[config.mk]
export PLATFORM = sky130hd
export DESIGN_NAME = pipelined_mac_flat
export DESIGN_NICKNAME = d
export VERILOG_FILES = /design/src/rtl/pipelined_mac_if.sv /design/src/rtl/pipelined_mac.sv /design/src/flat_wrapper.sv
export SDC_FILE = /design/constraint.sdc
export NUM_CORES = 1
export LEC_CHECK = 0
export CORE_ASPECT_RATIO = 1.4
export CORE_MARGIN = 2
export CORE_UTILIZATION = 55
export CTS_BUF_LIST = sky130_fd_sc_hd__clkbuf_4 sky130_fd_sc_hd__clkbuf_8
export CTS_CLUSTER_SIZE = 12
export DETAILED_ROUTE_END_ITERATION = 8
export DONT_BUFFER_PORTS = 1
export GPL_TIMING_DRIVEN = 0
export PLACE_DENSITY = 0.79
export REMOVE_ABC_BUFFERS = 1
export SYNTH_ARGS = -nofsm -noshare
export SYNTH_HDL_FRONTEND = slang
export SYNTH_SLANG_ARGS = --single-unit
[constraint.sdc]
create_clock -name clock -period 4.66 [get_ports clock]
set_input_delay 0.466 -clock clock [delete_from_list [all_inputs] [get_ports clock]]
set_output_delay 0.466 -clock clock [all_outputs]
set_load 0.1 [all_outputs]
[src/rtl/pipelined_mac_if.sv]
// Streaming term/result bundle for pipelined_mac: one product term in, one group result out.
interface pipelined_mac_if #(
  parameter int A_WIDTH   = 16,
  parameter int B_WIDTH   = 16,
  parameter int OUT_WIDTH = 32
);
  logic                        in_valid;
  logic signed [A_WIDTH-1:0]   a;
  logic signed [B_WIDTH-1:0]   b;
  logic                        clear;
  logic                        last;
  logic                        out_valid;
  logic signed [OUT_WIDTH-1:0] out;
  logic                        overflow;

  modport master (output in_valid, a, b, clear, last, input out_valid, out, overflow);
  modport slave  (input in_valid, a, b, clear, last, output out_valid, out, overflow);
endinterface

[src/rtl/pipelined_mac.sv]
// Fully pipelined signed MAC: MUL_DEPTH product stages, group accumulator with
// clear/last framing, then a round-half-up shift and optional saturation stage.
module pipelined_mac #(
  parameter int A_WIDTH   = 16,
  parameter int B_WIDTH   = 16,
  parameter int MUL_DEPTH = 2,
  parameter int ACC_WIDTH = 40,
  parameter int SHIFT     = 0,
  parameter int OUT_WIDTH = 32,
  parameter int SATURATE  = 1
) (
  input  logic           clock,
  input  logic           reset,
  pipelined_mac_if.slave mac
);
  localparam int PW = A_WIDTH + B_WIDTH;
  // One guard bit above the accumulator so the rounding add cannot wrap.
  localparam int RW = (ACC_WIDTH >= OUT_WIDTH) ? ACC_WIDTH + 1 : OUT_WIDTH + 1;
  localparam logic signed [OUT_WIDTH-1:0] OMAX_O = {1'b0, {(OUT_WIDTH-1){1'b1}}};
  localparam logic signed [OUT_WIDTH-1:0] OMIN_O = ~OMAX_O;
  localparam logic signed [RW-1:0] OMAX = {{(RW-OUT_WIDTH+1){1'b0}}, {(OUT_WIDTH-1){1'b1}}};
  localparam logic signed [RW-1:0] OMIN = ~OMAX;

  typedef struct packed {
    logic                        clr;
    logic                        lst;
    logic signed [ACC_WIDTH-1:0] prod;
  } term_t;

  logic signed [PW-1:0]         prod;
  term_t                        term_d;
  logic [MUL_DEPTH:1]           vld_pipe_q;
  term_t [MUL_DEPTH:1]          term_pipe_q;
  term_t                        acc_in;
  logic signed [ACC_WIDTH-1:0]  acc_q, acc_d;
  logic                         emit_q, emit_d;
  logic signed [RW-1:0]         sum_ext, r;
  logic signed [OUT_WIDTH-1:0]  out_q, out_d;
  logic                         ovf_q, ovf_d, out_valid_q;

  assign prod        = mac.a * mac.b;
  assign term_d.clr  = mac.clear;
  assign term_d.lst  = mac.last;
  assign term_d.prod = ACC_WIDTH'(prod);

  always_ff @(posedge clock or posedge reset) begin
    if (reset) begin
      vld_pipe_q  <= '0;
      term_pipe_q <= '0;
    end else begin
      vld_pipe_q[1]  <= mac.in_valid;
      term_pipe_q[1] <= term_d;
      for (int i = 2; i <= MUL_DEPTH; i++) begin
        vld_pipe_q[i]  <= vld_pipe_q[i-1];
        term_pipe_q[i] <= term_pipe_q[i-1];
      end
    end
  end

  assign acc_in = term_pipe_q[MUL_DEPTH];

  // Bubbles leave acc untouched; clear/last only count on valid terms.
  always_comb begin
    acc_d  = acc_q;
    emit_d = 1'b0;
    if (vld_pipe_q[MUL_DEPTH]) begin
      acc_d  = (acc_in.clr ? '0 : acc_q) + acc_in.prod;
      emit_d = acc_in.lst;
    end
  end

  assign sum_ext = RW'(acc_q);

  generate
    if (SHIFT > 0) begin : g_rnd
      localparam logic signed [RW-1:0] HALF = {{(RW-1){1'b0}}, 1'b1} << (SHIFT - 1);
      assign r = (sum_ext + HALF) >>> SHIFT;
    end else begin : g_nornd
      assign r = sum_ext;
    end
  endgenerate

  always_comb begin
    ovf_d = (r > OMAX) || (r < OMIN);
    out_d = r[OUT_WIDTH-1:0];
    if (ovf_d && (SATURATE != 0)) out_d = r[RW-1] ? OMIN_O : OMAX_O;
  end

  always_ff @(posedge clock or posedge reset) begin
    if (reset) begin
      acc_q       <= '0;
      emit_q      <= 1'b0;
      out_valid_q <= 1'b0;
      out_q       <= '0;
      ovf_q       <= 1'b0;
    end else begin
      acc_q       <= acc_d;
      emit_q      <= emit_d;
      out_valid_q <= emit_q;
      if (emit_q) begin
        out_q <= out_d;
        ovf_q <= ovf_d;
      end
    end
  end

  assign mac.out_valid = out_valid_q;
  assign mac.out       = out_q;
  assign mac.overflow  = ovf_q;
endmodule

[src/flat_wrapper.sv]
// flat-port wrapper written by rule: the top's interface ports become plain ports
module pipelined_mac_flat 
#(
  parameter int A_WIDTH   = 16,
  parameter int B_WIDTH   = 16,
  parameter int MUL_DEPTH = 2,
  parameter int ACC_WIDTH = 40,
  parameter int SHIFT     = 0,
  parameter int OUT_WIDTH = 32,
  parameter int SATURATE  = 1
)
  (clock, reset, mac_in_valid, mac_a, mac_b, mac_clear, mac_last, mac_out_valid, mac_out, mac_overflow);
  pipelined_mac_if #(.A_WIDTH(A_WIDTH), .B_WIDTH(B_WIDTH), .OUT_WIDTH(OUT_WIDTH)) mac_i ();
  input  logic clock;
  input  logic reset;
  input wire logic [$bits(mac_i.in_valid)-1:0] mac_in_valid;
  input wire logic [$bits(mac_i.a)-1:0] mac_a;
  input wire logic [$bits(mac_i.b)-1:0] mac_b;
  input wire logic [$bits(mac_i.clear)-1:0] mac_clear;
  input wire logic [$bits(mac_i.last)-1:0] mac_last;
  output wire logic [$bits(mac_i.out_valid)-1:0] mac_out_valid;
  output wire logic [$bits(mac_i.out)-1:0] mac_out;
  output wire logic [$bits(mac_i.overflow)-1:0] mac_overflow;
  assign mac_i.in_valid = mac_in_valid;
  assign mac_i.a = mac_a;
  assign mac_i.b = mac_b;
  assign mac_i.clear = mac_clear;
  assign mac_i.last = mac_last;
  assign mac_out_valid = mac_i.out_valid;
  assign mac_out = mac_i.out;
  assign mac_overflow = mac_i.overflow;
  pipelined_mac #(.A_WIDTH(A_WIDTH), .B_WIDTH(B_WIDTH), .MUL_DEPTH(MUL_DEPTH), .ACC_WIDTH(ACC_WIDTH), .SHIFT(SHIFT), .OUT_WIDTH(OUT_WIDTH), .SATURATE(SATURATE)) u_core (.clock(clock), .reset(reset), .mac(mac_i));
endmodule
Word level (Yosys, flattened, before mapping)
Cells that the tools add are included.
{"block": "classes", "reduce_logical": 1, "n_addsub": 1, "muxes": 4, "magnitude_cmp": 2, "n_mul": 1}
{"operator": "32-bit 2-to-1 mux", "count": 2}
{"operator": "40-bit adder", "count": 1}
{"operator": "40-bit by 32-bit > comparator with 1-bit output (second input constant)", "count": 1}
{"operator": "40-bit by 32-bit less-than comparator with 1-bit output (second input constant)", "count": 1}
{"operator": "40-bit 2-to-1 mux", "count": 1}
{"operator": "16-bit by 16-bit multiplier with 32-bit output", "count": 1}
{"operator": "1-bit logical OR", "count": 1}
{"operator": "1-bit 2-to-1 mux", "count": 1}
{"block": "totals", "wordCells": 21, "in_bits": 37, "register_bits": 145}

Depth between registers and ports, before layout
{"block": "depth", "word_depth": 3, "mapped_depth": 24, "mapped_depth_nobuf": 23}

Worst setup path after synthesis
Ideal clock, no wire load.
{"block": "synth_path", "kind": "input to register", "startpoint": "input port mac_b[7]", "endpoint": "register u_core.term_pipe_q[31] (netlist name)", "setup_slack_ns": -1.449, "t_arrival_ns": 5.984, "n_path_buf": 1, "path_stages": 24, "cell_sequence": "clkbuf_1 -> nand2_1 -> fa_1 -> inv_1 -> fa_1 -> inv_1 -> fa_1 -> inv_1 -> fa_1 -> fa_1 -> inv_1 -> fa_1 -> inv_1 -> ha_1 -> and3_1 -> o211a_1 -> o31ai_1 -> a311oi_1 -> o41ai_2 -> o211a_1 -> a21oi_1 -> a211oi_2 -> a21oi_1 -> xnor2_1"}
{"block": "synth_via", "elab_chain_len": 1}
{"element": "start: declaration", "line_no": "flat_wrapper.sv:18", "source": "input wire logic [$bits(mac_i.b)-1:0] mac_b;"}
{"element": "16-bit by 16-bit multiplier with 32-bit output", "line_no": "pipelined_mac.sv:41", "source": "assign prod = mac.a * mac.b;"}
{"element": "via u_core.prod[31]", "line_no": "pipelined_mac.sv:30", "source": "logic signed [PW-1:0] prod;"}
The timed path passes the listed nets, and every way through them passes these cells.
A chain may end at the register's enable or synchronous reset.

Final worst setup path
{"block": "layout_path", "startpoint": "input port mac_b[4]", "endpoint": "register u_core.term_pipe_q[31] (netlist name)"}
{"block": "layout_via", "elab_chain_len": 1}
{"element": "16-bit by 16-bit multiplier with 32-bit output", "line_no": "pipelined_mac.sv:41"}
{"element": "via u_core.prod[31]", "line_no": "pipelined_mac.sv:30"}
The timed path passes the listed nets, and every way through them passes these cells.

==> summary.txt <==
Outcome
  • Status: complete, but fails checks
  • Failing checks: negative setup slack

Finish
  • Layout Nets: between 2000 and 2500
  • Inserted Diodes: 0
  • Share of cells above drive strength 1: 0.0941
  • Finished Cell Area: 17800 µm²
  • # fillers: 2442
  • Area grow syn2layout: 7.40%

Setup path
  • WP data arrival: 5910 ps
  • Worst Reg-to-Reg Cells: 14
  • Worst-path maximum fanout: 16
  • Req. time, crit path: 4970 ps
  • Element type at the critical path start: primary input
  • CP Capture Type: flop
  • Crit Path Class: primary input to flop

STA
  • Fin worst setup slack: -942 ps
  • TNS Setup: -8630 ps
  • Fmax achieved: 179 MHz
  • Clk_skew: 9.21 ps
  • Fin crit period: 5600 ps
  • Headroom to the max-slew limit: 0.386
  • RSZ-0062 raised after global routing: true
  • Count of final hold-check violations: 0
  • Worst slew pin tran: 920 ps
  • Final slew viol count: 0
  • Final Setup Violations: 16
  • Final period util: 1.20

Synth
  • Post-Syn Area: 16600 µm²
  • Syn Inst Count: 1708
  • Mean post-synth cell area: 9.73 µm²
  • Sequential area share after synthesis: 0.218
  • Synth warn: 0
  • EDFF count, synth: 0
  • Seq cells post-synth: 145
  • Top FF cell, synth: dfrtp_1
  • Ys async rst share: 1.00
  • Post-synth cell types: 52

Floorplan
  • Initial core utilization: 0.557
  • FP Rows: 75
  • CORE AREA: 29800 µm²
  • Die Width: 151 µm
  • Die area: 31600 µm²
  • Io pins: 71
  • Die Height: between 200 and 250 µm

Placement
  • Port bufs: 0
  • HPWL after detailed placement: 26.6 mm
  • Dpl ws: -1860 ps
  • Gpl congestion: 0.890
  • Area post-placement: approximately 17000 µm²

GRT
  • GRT Util Overall: 0.231
  • Global route overflow: 0
  • Largest net degree at the start of global routing: between 70 and 80
  • First-pass GRT wire length: 59.0 mm
  • Initial antenna violation count: 0
  • Vias in the first global route: between 10000 and 15000

CTS
  • Clock-pin transition on the worst setup and hold timing paths: 80 ps
  • Max Root-Sink Buffers: 2
  • Clock Latency Late Sink: 440 ps
  • CTS sink count: roughly 150
  • H-Tree Depth: 4
  • CTS tree: yes
  • TritonCTS Buffers: 17
  • Root buffer cell: clkbuf_8

Worst hold path
  • WHS Path Cells: 0
  • Hold crit path type: primary input to flop

Drt
  • Drt via density: 5.48
  • Vias post-DR: 11500
  • Drc violations: 0
  • Routed len/inst: around 16 µm
  • Drt pass-1 iters: 5
  • Routed WL: 34.4 mm
  • Iter 0 DRT Violations: 483
  • Post-route ant nets: 0

Job
  • Max-cap viol count: 0
==> path summary, 6_finish.rpt <==
| path | slack (ps) | to | startpoint |
|---|---|---|---|
| max | -940 | u_core.term_pipe_q[31] | mac_b[4] |
| min | 50 | u_core.term_pipe_q[40] | mac_last |
| max reg2reg | 530 | u_core.acc_q[30] | u_core.acc_in[41] |
| min reg2reg | 350 | u_core.acc_in[29] | u_core.term_pipe_q[29] |
| max in group asynchronous | 3270 | u_core.term_pipe_q[30] | reset |
| min in group asynchronous | 630 | u_core.mac.out[20] | reset |
==> worst max-delay path, cell delays in order <==
cell and delay (ps):
and2_4 140, fa_1 530, inv_1 50, fa_1 460, fa_1 510, inv_1 50
fa_1 480, fa_1 520, inv_1 60, fa_1 550, inv_2 60, ha_4 290
and3_4 190, buf_4 120, nand3_2 130, a311oi_2 370, o41ai_2 120, o211a_1 290
a21oi_2 190, a211oi_2 110, a21oi_2 140, xnor2_1 80
==> per-layer routing <==
metal / up-vias / global-route usage / routed length (µm)
met1: 5816 / 0.286 / 13900
met4: 0 / 0.0693 / 756
li1: 5287 / - / -
met2: 317 / 0.414 / 18000
met5: - / 0 / 0
met3: 66 / 0.0363 / 1720
==> cell type report <==
type | instances | area (µm²) | share of cell area
clock inverter | 13 | 111 | 0.00624
timing repair buffer | 26 | 269 | 0.0151
inverter | 326 | 1230 | 0.0691
tap | 385 | 482 | 0.0270
multi-input combinational | 1182 | 11900 | 0.665
sequential | 145 | 3630 | 0.204
clock buffer | 19 | 255 | 0.0143
==> layout by cell type, fill, tap and decap left out, drive strengths merged, types with 2 or more instances in the layout <==
master    synthesis  final
nand3            16     16
nand2           137    137
a221o             2      2
o211a             2      2
fa              263    263
clkbuf           52     19
o31ai             3      3
o211ai            6      6
mux2             36     36
a21o             30     30
buf               3     25
a21oi           132    132
nor2             79     79
xnor2            59     59
a31oi             5      5
clkinv            0      6
mux2i             3      3
o21ai            26     26
o21a              2      2
dfrtp           145    145
clkinvlp          0      5
and2            131    131
o41ai             2      2
xor2             13     13
o221ai            3      3
nand2b           16     16
a211oi            8      8
a311oi            2      2
or3               2      2
and3              9      9
a41oi             2      2
or4               2      2
nor2b            41     41
inv             326    327
a211o             2      2
nor3              9      9
o21bai            4      4
ha              121    121
nand4             6      6
==> Yosys cell counts (all sizes together) (8+ instances only) <==
cell type  number  area (µm²)
and3            9        56.3
xnor2          59         517
a211oi          8        65.1
xor2           13         114
clkbuf         52         195
inv           326        1220
ha            121        1510
nand2         137         514
nor2b          41         257
dfrtp         145        3630
fa            263        5270
and2          131         820
nor2           79         297
nand2b         16         100
nor3            9        45.0
nand3          16        80.1
mux2           36         409
a21o           30         225
a21oi         132         664
o21ai          26         130
==> repair_timing <==
item,4_1_cts,5_1_grt
hold buffers,1,0
gates resized for setup,48,18
endpoints found under the setup margin,19,18
pin swaps,32,24
setup buffers,17,6
hold endpoints to repair,53,0
==> state kept, by name, indices dropped and copies added, names as in the netlist <==
| signal | flops |
|---|---|
| u_core.term_pipe_q | 34 |
| u_core.acc_in | 34 |
| u_core.mac.out_valid | 1 |
| u_core.acc_q | 40 |
| u_core.mac.overflow | 1 |
| u_core.mac.out | 32 |
| u_core.emit_q | 1 |
| u_core.vld_pipe_q | 2 |
==> metrics by stage <==
step	cells	hold WS, ps	utilization
detailed placement	2042	335	0.569
CTS	2091	16.6	0.594
global placement	2038	333	0.566
floorplan	1653	331	-
finish	2096	50.8	0.598
global route	2096	6.06	0.598
==> kinds of logic (layout without fill, tap and decap cells) <==
kind of cell | after synthesis | after routing | share of synthesized area
DFF | 145 | 145 | 0.218
adders and majority gates | 384 | 384 | 0.408
buffers and inverters | 381 | 384 | 0.0865
and+or+nand+nor | 450 | 450 | 0.135
muxes | 39 | 39 | 0.0264
xor gates and xnor gates | 72 | 72 | 0.0380
AOI/OAI and AO/OA | 237 | 237 | 0.0874
Power is not shown: default switching activity piles up to over one toggle a cycle in this logic, so the estimate is an artifact.
